### src/rtl/ldl_cdc_sched_v1.sv
// ldl_cdc_sched_v1: round-robin scheduler sharing one toggle-handshake CDC slot among N requesters.
// A grant latches the winner's data and flips slot_tog; HOLD then spaces transfers by interval+2 cycles.
module ldl_cdc_sched_v1 #(
    parameter int N  = 4,
    parameter int DW = 8,
    parameter int CW = 8,
    parameter int IW = $clog2(N)
) (
    input  logic            clk,
    input  logic            rst,
    input  logic            en,
    input  logic [CW-1:0]   interval,
    input  logic [N-1:0]    req,
    input  logic [N*DW-1:0] din,
    output logic [N-1:0]    gnt,
    output logic [DW-1:0]   slot_data,
    output logic [IW-1:0]   slot_id,
    output logic            slot_tog,
    output logic            busy
);
    typedef enum logic {IDLE, HOLD} state_t;
    state_t state, state_nx;
    logic [CW-1:0] cnt;
    logic [IW-1:0] ptr, win;
    logic hit, grant;

    // first set request after ptr in circular order wins
    always_comb begin
        win = '0;
        hit = 1'b0;
        for (int i = 1; i <= N; i++) begin
            if (!hit && req[(int'(ptr) + i) % N]) begin
                hit = 1'b1;
                win = IW'((int'(ptr) + i) % N);
            end
        end
    end

    always_comb begin
        grant    = rst && state == IDLE && en && hit;
        gnt      = grant ? N'(1) << win : '0;
        state_nx = state;
        if (grant)
            state_nx = HOLD;
        else if (state == HOLD && cnt >= interval)
            state_nx = IDLE;
    end

    assign busy = state == HOLD;

    always_ff @(posedge clk or negedge rst) begin
        if (!rst) begin
            state     <= IDLE;
            cnt       <= '0;
            ptr       <= IW'(N - 1);
            slot_data <= '0;
            slot_id   <= '0;
            slot_tog  <= 1'b0;
        end else begin
            state <= state_nx;
            if (grant) begin
                slot_data <= din[win*DW +: DW];
                slot_id   <= win;
                slot_tog  <= ~slot_tog;
                ptr       <= win;
                cnt       <= '0;
            end else if (state == HOLD && cnt < interval) begin
                cnt <= cnt + CW'(1);
            end
        end
    end
endmodule

### config.mk
export PLATFORM = sky130hd
export DESIGN_NAME = ldl_cdc_sched_v1
export DESIGN_NICKNAME = d
export VERILOG_FILES = /design/src/rtl/ldl_cdc_sched_v1.sv
export SDC_FILE = /design/constraint.sdc
export NUM_CORES = 1
export LEC_CHECK = 0
export ABC_AREA = 1
export CAP_MARGIN = 20
export CORE_ASPECT_RATIO = 0.8
export CORE_MARGIN = 2
export CORE_UTILIZATION = 41
export DETAILED_ROUTE_END_ITERATION = 12
export GPL_TIMING_DRIVEN = 0
export PLACE_DENSITY = 0.85
export SYNTH_ARGS = -nofsm -noshare
export SYNTH_HDL_FRONTEND = slang
export SYNTH_SLANG_ARGS = --single-unit
### constraint.sdc
create_clock -name clk -period 1.79 [get_ports clk]
set_input_delay 0.179 -clock clk [delete_from_list [all_inputs] [get_ports clk]]
set_output_delay 0.179 -clock clk [all_outputs]
set_load 0.005 [all_outputs]
# Word level (Yosys, flattened, before mapping)

Index checks and enable logic that the tools add are counted.

Reductions and logical operators: 17
Muxes and demuxes: 25
Shifts and indexed selects: 2
Magnitude comparators: 6
Add/subtract/negate cells: 5
Bitwise operators: 6

Operator list:

| cell                                                                 | number |
|---|---|
| 32-bit by 6-bit indexed part select with 8-bit output                | 1 |
| 3-bit by 4-bit < comparator with 1-bit output, second input constant | 4 |
| 8-bit 2-to-1 mux                                                     | 2 |
| 1-bit 2-to-1 mux                                                     | 14 |
| 8-bit by 1-bit adder with 8-bit output, second input constant        | 1 |
| 1-bit binary-select mux with 2-bit select                            | 4 |
| 8-bit >= comparator                                                  | 1 |
| 1-bit logical AND                                                    | 8 |
| 8-bit < comparator                                                   | 1 |
| 2-bit 2-to-1 mux                                                     | 4 |
| 2-bit OR reduction                                                   | 4 |
| 2-bit by 1-bit adder with 2-bit output, second input constant        | 2 |
| 2-bit adder, second input constant                                   | 2 |
| 1-bit bitwise AND, first input constant                              | 4 |
| 4-bit 2-to-1 mux                                                     | 1 |
| 2-bit nonzero test                                                   | 2 |
| 1-bit by 2-bit left shift with 4-bit output, first input constant    | 1 |
| 1-bit logical NOT                                                    | 3 |
| 1-bit inverter                                                       | 2 |

Output and inout port bits: 16
Register bits after elaboration: 22

# Longest topological paths before layout

Gate-level depths: netlist of the first run.

Depth in word-level cells: 18
Mapped depth: 17
Gate-level depth less buffers: 15

# Worst setup path after synthesis of the first run

No wires, ideal clock.

Path kind: register to output
Start point: reg ptr[0]
End point: out gnt[3]
Cell stages (with the launch flop): 14
Arrival: 1.631 ns
Slack: -0.020 ns
Cell sequence: dfstp_2 > buf_6 > inv_6 > nand2_1 > nand2_2 > nand2_4 > nand2_4 > nor2_8 > nand3_1 > nand2_1 > nor2_2 > nor2_2 > inv_1 > nor2_1

Cells in the longest elaborated chain, start to end: 16

RTL lines:

| what                                                                             | line   | text |
|---|---|---|
| start, declared                                                                  | 24     | `logic [IW-1:0] ptr, win;` |
| start signal, assigned                                                           | 55     | `ptr <= IW'(N - 1);` |
| start signal, assigned                                                           | 65     | `ptr <= win;` |
| 2-bit by 1-bit adder with 2-bit output                                           | 32, 34 |  |
| 1-bit binary-select mux with 2-bit select                                        | 32     | `if (!hit && req[(int'(ptr) + i) % N]) begin` |
| 1-bit 2-to-1 mux (implied by the code) (2 in a row)                              | 32     |  |
| 1-bit 2-to-1 mux                                                                 | 32     |  |
| 1-bit logical NOT                                                                | 32     |  |
| 1-bit logical AND                                                                | 32     |  |
| 1-bit 2-to-1 mux                                                                 | 32     |  |
| 1-bit logical NOT                                                                | 32     |  |
| 1-bit logical AND                                                                | 32     |  |
| 1-bit 2-to-1 mux                                                                 | 32     |  |
| 1-bit logical NOT                                                                | 32     |  |
| 1-bit logical AND                                                                | 32     |  |
| 2-bit 2-to-1 mux or 1-bit 2-to-1 mux (tied branches)                             | 32     |  |
| 1-bit by 2-bit left shift with 4-bit output or 1-bit logical AND (tied branches) | 41, 40 |  |
| 4-bit 2-to-1 mux *                                                               | 41     | `gnt = grant ? N'(1) << win : '0;` |
| end, declared                                                                    | 15     | `output logic [N-1:0] gnt,` |

Mark *: on every way between the ends. The rest lies on a longest branch, timed or not. The select of a mux whose other input is x is not followed.

# Worst setup path in the final report of the first run

Same ends and word-level chain as after synthesis.

==> results.json, run 1 <==
{
  "yosysMostFrequentCell": "nand2_1",
  "synth_xor_area_share_pct": 0.9550,
  "synthAdderAreaFrac_pct": 6.139,
  "setup_viol_count_final": 26,
  "crit_arrival_ps": 2160,
  "fin_worst_hold_slack_ps": 36.30,
  "drt-total-wl_microns": 6714,
  "worstPathCellList": "buf_8 > inv_12 > nand2_8 > nand3_4 > nand2_4 > inv_4 > nor2_8 > buf_6 > nand3_4 > inv_2 > nor2_4 > nor2_4 > inv_2 > nor2_2 > buf_2",
  "synth_flop_cell": "dfrtp_1",
  "pwr-share-comb_pct": 80.6,
  "maxCapViolCount": 0,
  "dieHeight_microns": 63.83,
  "rsz0062_at_grt": "yes",
  "cts.sinks": 22,
  "areaGrowthSynthToFinish_pct": 79.74,
  "num-fill-cells": 286,
  "power_w": 0.006523,
  "routed-via-count": 2117,
  "dp_hpwl_microns": 3689,
  "die_x_microns": 78.78,
  "final_layout_size_suffix_gt1_share_pct": 36.19,
  "synth_top_area_share_pct": 27.29,
  "synth.area.top_cells": "dfrtp_1, nand2_1, nand3_1, inv_1, ha_1",
  "status": "finished with violations",
  "drt-pass1-iter-count": 4,
  "p_int_w": 0.003387,
  "worst_r2r_endpoint": "slot_data[5]$_DFFE_PN0P_",
  "rr_startpoint": "ptr[0]$_DFFE_PN1P_",
  "layout_setup_ws_ps": -550.4,
  "fmax_mhz": 427.3,
  "pwr-share-seq_pct": 14.4,
  "worst-path-max-fanout": 8,
  "r2r_cells": 18,
  "postSynthAreaPerCell_sq_um": 7.165,
  "final_cell_count_no_fill": 419,
  "pin_count": 63,
  "max-slew-margin-rel_pct": 77.12,
  "die-area_sq_um": 5028,
  "gp_congestion": 0.9199,
  "netlist_area_sq_um": 1834,
  "finalHoldViolCount": 0,
  "synth_compound_area_share_pct": 8.936,
  "violations": "setup timing",
  "insertion_delay_ps": 270,
  "synth_edf_count": 0,
  "io_buffers": 62,
  "critPathCaptureType": "primary output",
  "powerDensity_nw_per_um2": 1978,
  "ys_warn_count": 0,
  "cp_data_required_time_ps": 1610,
  "use_met2_pct": 46.79,
  "n_antenna_cell": 0,
  "synth-seq-cells": 22,
  "syn_inst": 256,
  "synthSimpleGateAreaFrac_pct": 40.25,
  "pwr-share-clk_pct": 5.0,
  "met1_usage_pct": 28.44,
  "path_class": "flop to primary output",
  "rows": 21,
  "muxShareOfSynthArea_pct": 0,
  "multi_input_area_sq_um": 1340,
  "htree_levels": 1,
  "grt_max_degree": 24,
  "grt_overflow": 0,
  "busiest_layer": "met2",
  "synth_async_sr_flop_share_pct": 100.0,
  "slowest_delay_ps": 550,
  "regArea_sq_um": 553.0,
  "ir_drop_v": 0.001226,
  "p_switching_w": 0.003135,
  "antenna_found_initial": 0,
  "dpl.cell_count": 375,
  "grt_usage_pct": 24.65,
  "p_leak_nw": 1.631,
  "drc": 0,
  "period_share_pct": 130.7,
  "cpMaxStageDelayCell": "dfstp_2",
  "grt_pass1_wl_microns": 9604,
  "synth_seq_area_share_pct": 30.15,
  "wl_per_cell_microns": 16.02,
  "grt_use_met3_pct": 3.390,
  "synth_top_family_by_area": "simple AND/OR/NAND/NOR gates",
  "fin_crit_ps": 2340,
  "tightest_slew_ps": 340.6,
  "cts_root_buffer": "clkbuf_8",
  "synth_common_cells": "nand2_1, inv_1, nand3_1",
  "start_util_pct": 43.36,
  "clk_pin_slew_ps": 80,
  "slew_viol_final": 0,
  "drt-initial-drc-count": 64,
  "tns_ps": -8738,
  "setup.worst_path.end": "gnt[3]",
  "synth_top_area_cell": "dfrtp_1",
  "syn_nets": 312,
  "skew_ps": 2.404,
  "core_area_sq_um": 4230,
  "synthDistinctLibCells": 34,
  "worstSetupStartpointType": "flop",
  "hold_path_class": "primary input to async pin",
  "grt_pass1_vias": 2087,
  "cts_buffers": 3,
  "crit_start": "ptr[0]$_DFFE_PN1P_",
  "switching_share_pct": 48.07,
  "ant_nets": 0,
  "clock_path_buffers": 2,
  "r2r_setup_slack_ps": -480,
  "utilization_pct": 77.94,
  "vias_per_cell": 5.053,
  "nNetsFinal": 419,
  "cts_tree": "built"
}
## metrics by stage
step | area, sq um | setup slack, ps
2_1_floorplan | 1889 | -7.419
3_3_place_gp | 2581 | -1040
3_5_place_dp | 2581 | -1054
4_1_cts | 3052 | -458.9
5_1_grt | 3297 | -647.9
6_report | 3297 | -550.4
## cell usage in the layout, fill, tap and decap left out, types with 2 or more instances in the layout
| cell | instances |
|---|---|
| a21oi_1 | 7 |
| a21oi_2 | 2 |
| buf_12 | 2 |
| buf_2 | 4 |
| buf_4 | 24 |
| buf_6 | 11 |
| buf_8 | 5 |
| clkbuf_8 | 3 |
| clkdlybuf4s50_1 | 57 |
| dfrtp_1 | 20 |
| dfstp_2 | 2 |
| ha_1 | 9 |
| inv_1 | 38 |
| inv_2 | 7 |
| inv_4 | 2 |
| nand2_1 | 48 |
| nand2_2 | 14 |
| nand2_4 | 15 |
| nand2_8 | 3 |
| nand3_1 | 23 |
| nand3_2 | 4 |
| nand3_4 | 9 |
| nand4_1 | 2 |
| nor2_1 | 2 |
| nor2_2 | 5 |
| nor2_4 | 5 |
| nor3_1 | 3 |
| o211ai_1 | 5 |
| o21ai_1 | 2 |
| o21ai_2 | 6 |
| or2_1 | 5 |
## worst min path at each step
stage | from | end | slack [ps] | cells past startpoint
6_report | rst | cnt[1]$_DFFE_PN0P_ | 40 | 2
5_1_grt | rst | cnt[1]$_DFFE_PN0P_ | 40 | 2
4_1_cts | rst | cnt[1]$_DFFE_PN0P_ | 200 | 1
3_5_place_dp | slot_tog$_DFFE_PN0P_ | slot_tog$_DFFE_PN0P_ | 470 | 1
3_3_place_gp | slot_data[6]$_DFFE_PN0P_ | slot_data[6]$_DFFE_PN0P_ | 460 | 2
2_1_floorplan | rst | busy$_DFFE_PN0P_ | -120 | 0
## registers in the layout, indices dropped and copies added, names as in the netlist
signal and flops:
busy 1, cnt 8, ptr 2, slot_data 8, slot_id 2, slot_tog 1
## what timing repair did
item | 4_1_cts | 5_1_grt
endpoints found under the setup margin | 26 | 26
hold buffers | 0 | 1
cloned | 2 | 1
gates resized for setup | 69 | 41
setup buffers | 28 | 12
endpoints found under the hold margin | 0 | 1
pin swaps | 18 | 14
## per-layer routing
metal  part of all wire [%]  wire [microns]
met3                    5.2             349
met4                    3.1             208
met1                     38            2544
met2                     54            3612
met5                      0               0
## layout make-up
class | instances | share of cell area, %
multi-input combinational | 180 | 40.65
timing repair buffer | 103 | 31.08
sequential | 22 | 16.77
inverter | 49 | 6.262
tap | 57 | 2.163
buffer | 4 | 1.708
clock buffer | 4 | 1.366
## cell families (layout without fill, tap and decap cells)
group | after synthesis | in the layout
flops | 22 | 22
simple gates | 141 | 141
buf+inv | 54 | 160
compound gates | 28 | 28
fa+ha+maj | 9 | 9
xor+xnor | 2 | 2
## critical path: cells and delay by family (launching register included)
kind          cells  cell delay, ps
flops             1             550
buf+inv           7             650
simple gates      8             680
## power by group through the flow
stage / clock, W / sequential (W) / combinational (W)
after detailed placement: 0 / 0.000924 / 0.00302
after global placement: 0 / 0.000916 / 0.00292
final: 0.000328 / 0.000939 / 0.00526
after global routing: 0.000351 / 0.000954 / 0.00558
after CTS: 0.000312 / 0.000931 / 0.00421
after floorplan: 0 / 0.000892 / 0.00220
No activity file was read; power rests on OpenSTA's default activity.
==> inputs of run 2 (changes only) <==
--- a/config.mk
+++ b/config.mk
@@ -13,6 +13,8 @@
 export DETAILED_ROUTE_END_ITERATION = 12
 export GPL_TIMING_DRIVEN = 0
 export PLACE_DENSITY = 0.85
+export SKIP_CTS_REPAIR_TIMING = 1
+export SLEW_MARGIN = 30
 export SYNTH_ARGS = -nofsm -noshare
 export SYNTH_HDL_FRONTEND = slang
 export SYNTH_SLANG_ARGS = --single-unit
==> run 2 against run 1 <==
The run still ends with setup timing left; clock power down 5%; utilization down 9.6 points; via count down 8.1%; clock skew up 1.7 ps; first-iteration DRC count down 1.6%; routed wire length down 24%; die area unchanged; clock-buffer cell count unchanged; register-to-register slack better by 140 ps; non-clock buffer count down 19; largest cell class unchanged.
==> results.json, run 2 (synthesized netlist as in run 1, its figures left out) <==
{
  "grt_overflow": 0,
  "drc": 0,
  "pin_count": 63,
  "ir_drop_v": 0.0009564,
  "dieHeight_microns": 63.83,
  "mostFrequentLayoutCells": "clkdlybuf4s50_1, nand2_1, inv_1",
  "dpl-instance-area_sq_um": 2581,
  "r2r_setup_slack_ps": -340,
  "routed-via-count": 1946,
  "clock_path_buffers": 2,
  "fmax_mhz": 438.2,
  "grt_usage_pct": 18.67,
  "crit_arrival_ps": 2100,
  "tightest_slew_ps": 894.1,
  "period_share_pct": 127.5,
  "drt-pass1-iter-count": 5,
  "clk_pin_slew_ps": 70,
  "wl_per_cell_microns": 12.83,
  "cp_data_required_time_ps": 1610,
  "areaGrowthSynthToFinish_pct": 57.71,
  "cts.sinks": 22,
  "worstSetupStartpointType": "flop",
  "core_area_sq_um": 4230,
  "cts_root_buffer": "clkbuf_8",
  "io_buffers": 62,
  "final_cell_count_no_fill": 400,
  "start_util_pct": 43.36,
  "grt_pass1_vias": 1772,
  "ant_nets": 0,
  "grt_pass1_wl_microns": 7638,
  "maxCapViolCount": 0,
  "cts_tree": "built",
  "drt-total-wl_microns": 5132,
  "antenna_found_initial": 0,
  "path_class": "flop to primary output",
  "rr_startpoint": "ptr[0]$_DFFE_PN1P_",
  "powerDensity_nw_per_um2": 1743,
  "final_area_sq_um": 2893,
  "hold_path_class": "primary input to flop",
  "rows": 21,
  "largest_registers": "cnt x8, slot_data x8",
  "n_antenna_cell": 0,
  "grt_max_degree": 24,
  "critPathCaptureType": "primary output",
  "worst-path-max-fanout": 8,
  "finalHoldViolCount": 0,
  "crit_start": "ptr[0]$_DFFE_PN1P_",
  "p_leak_nw": 1.494,
  "hold_start": "rst",
  "fin_crit_ps": 2282,
  "setup_viol_count_final": 25,
  "num-fill-cells": 330,
  "htree_levels": 1,
  "vias_per_cell": 4.865,
  "nNetsFinal": 400,
  "gp_congestion": 0.9199,
  "final_layout_size_suffix_gt1_share_pct": 25.07,
  "mostFrequentLayoutCell": "clkdlybuf4s50_1",
  "dp_hpwl_microns": 3689,
  "drt-initial-drc-count": 63,
  "status": "finished with violations",
  "layout_setup_ws_ps": -492.0,
  "skew_ps": 4.101,
  "die-area_sq_um": 5028,
  "max-slew-margin-rel_pct": 40.20,
  "dpl.cell_count": 375,
  "rsz0062_at_grt": "yes",
  "insertion_delay_ps": 260,
  "slew_viol_final": 0,
  "violations": "setup timing",
  "die_x_microns": 78.78,
  "cts_buffers": 3
}
-- run 2: power by group --
group,total [W],internal [W],switching [W]
Combinational,0.00379,0.00178,0.00202
Clock,0.000311,0.000159,0.000153
Sequential,0.000935,0.000732,0.000202
Total,0.00504,0.00267,0.00237
-- run 2: worst max-delay path: stages, from the launching register on --
cell and delay [ps]:
dfstp_2 550, buf_8 140, inv_8 60, nand2_2 60, nand2_2 70, nand2_4 80
nand2_4 70, nor2_8 140, nand3_4 160, nand2_8 140, buf_8 120, nand2_4 50
nor2_2 80, buf_2 120
-- run 2: area by class of cell --
class	instances	area [sq um]	area share [%]
Inverter	49	196.4	6.791
Buffer	3	45.04	1.557
Timing Repair Buffer	85	837.1	28.94
Tap cell	57	71.32	2.465
Multi-Input combinational cell	180	1145	39.58
Clock buffer	4	45.04	1.557
Sequential cell	22	553.0	19.12
-- run 2: through the flow --
step                      power, W  setup TNS, ps  setup WS (ps)  hold WS [ps]  utilization [%]
after floorplan           0.003089         -35.41         -7.419        -116.6                -
after global placement    0.003841         -14500          -1040         462.9            61.02
after detailed placement  0.003946         -14990          -1054         471.1            61.02
after CTS                 0.004275          -9095          -1060         476.5            62.08
after global routing      0.005445          -9105         -577.3         499.5            68.38
final                     0.005041          -6367         -492.0         485.3            68.38
-- run 2: final timing paths --
path / end / cells past startpoint
worst max-delay path: gnt[0] / 13
worst min register to register: slot_data[6]$_DFFE_PN0P_ / 2
worst min-delay path: ptr[0]$_DFFE_PN1P_ / 4
min in group asynchronous: ptr[1]$_DFFE_PN1P_ / 2
max in group asynchronous: cnt[7]$_DFFE_PN0P_ / 2
worst max register to register: slot_data[1]$_DFFE_PN0P_ / 15
-- run 2: per-layer routing --
| metal | wire length (microns) | GRT usage (%) | up-vias | share of wire, % |
|---|---|---|---|---|
| met5 | 0 | 0 | - | 0 |
| met4 | 25 | 3.070 | 0 | 0.49 |
| met3 | 225 | 3.107 | 4 | 4.4 |
| met2 | 2647 | 33.33 | 49 | 52 |
| met1 | 2232 | 24.09 | 900 | 43 |
| li1 | - | - | 993 | - |
==> inputs of run 3 (changes only) <==
--- a/config.mk
+++ b/config.mk
@@ -6,7 +6,7 @@
 export NUM_CORES = 1
 export LEC_CHECK = 0
 export ABC_AREA = 1
-export CAP_MARGIN = 20
+export CAP_MARGIN = 25
 export CORE_ASPECT_RATIO = 0.8
 export CORE_MARGIN = 2
 export CORE_UTILIZATION = 41
==> results of run 3 <==
The final DEF is identical to that of run 2; final timing and power are the same.
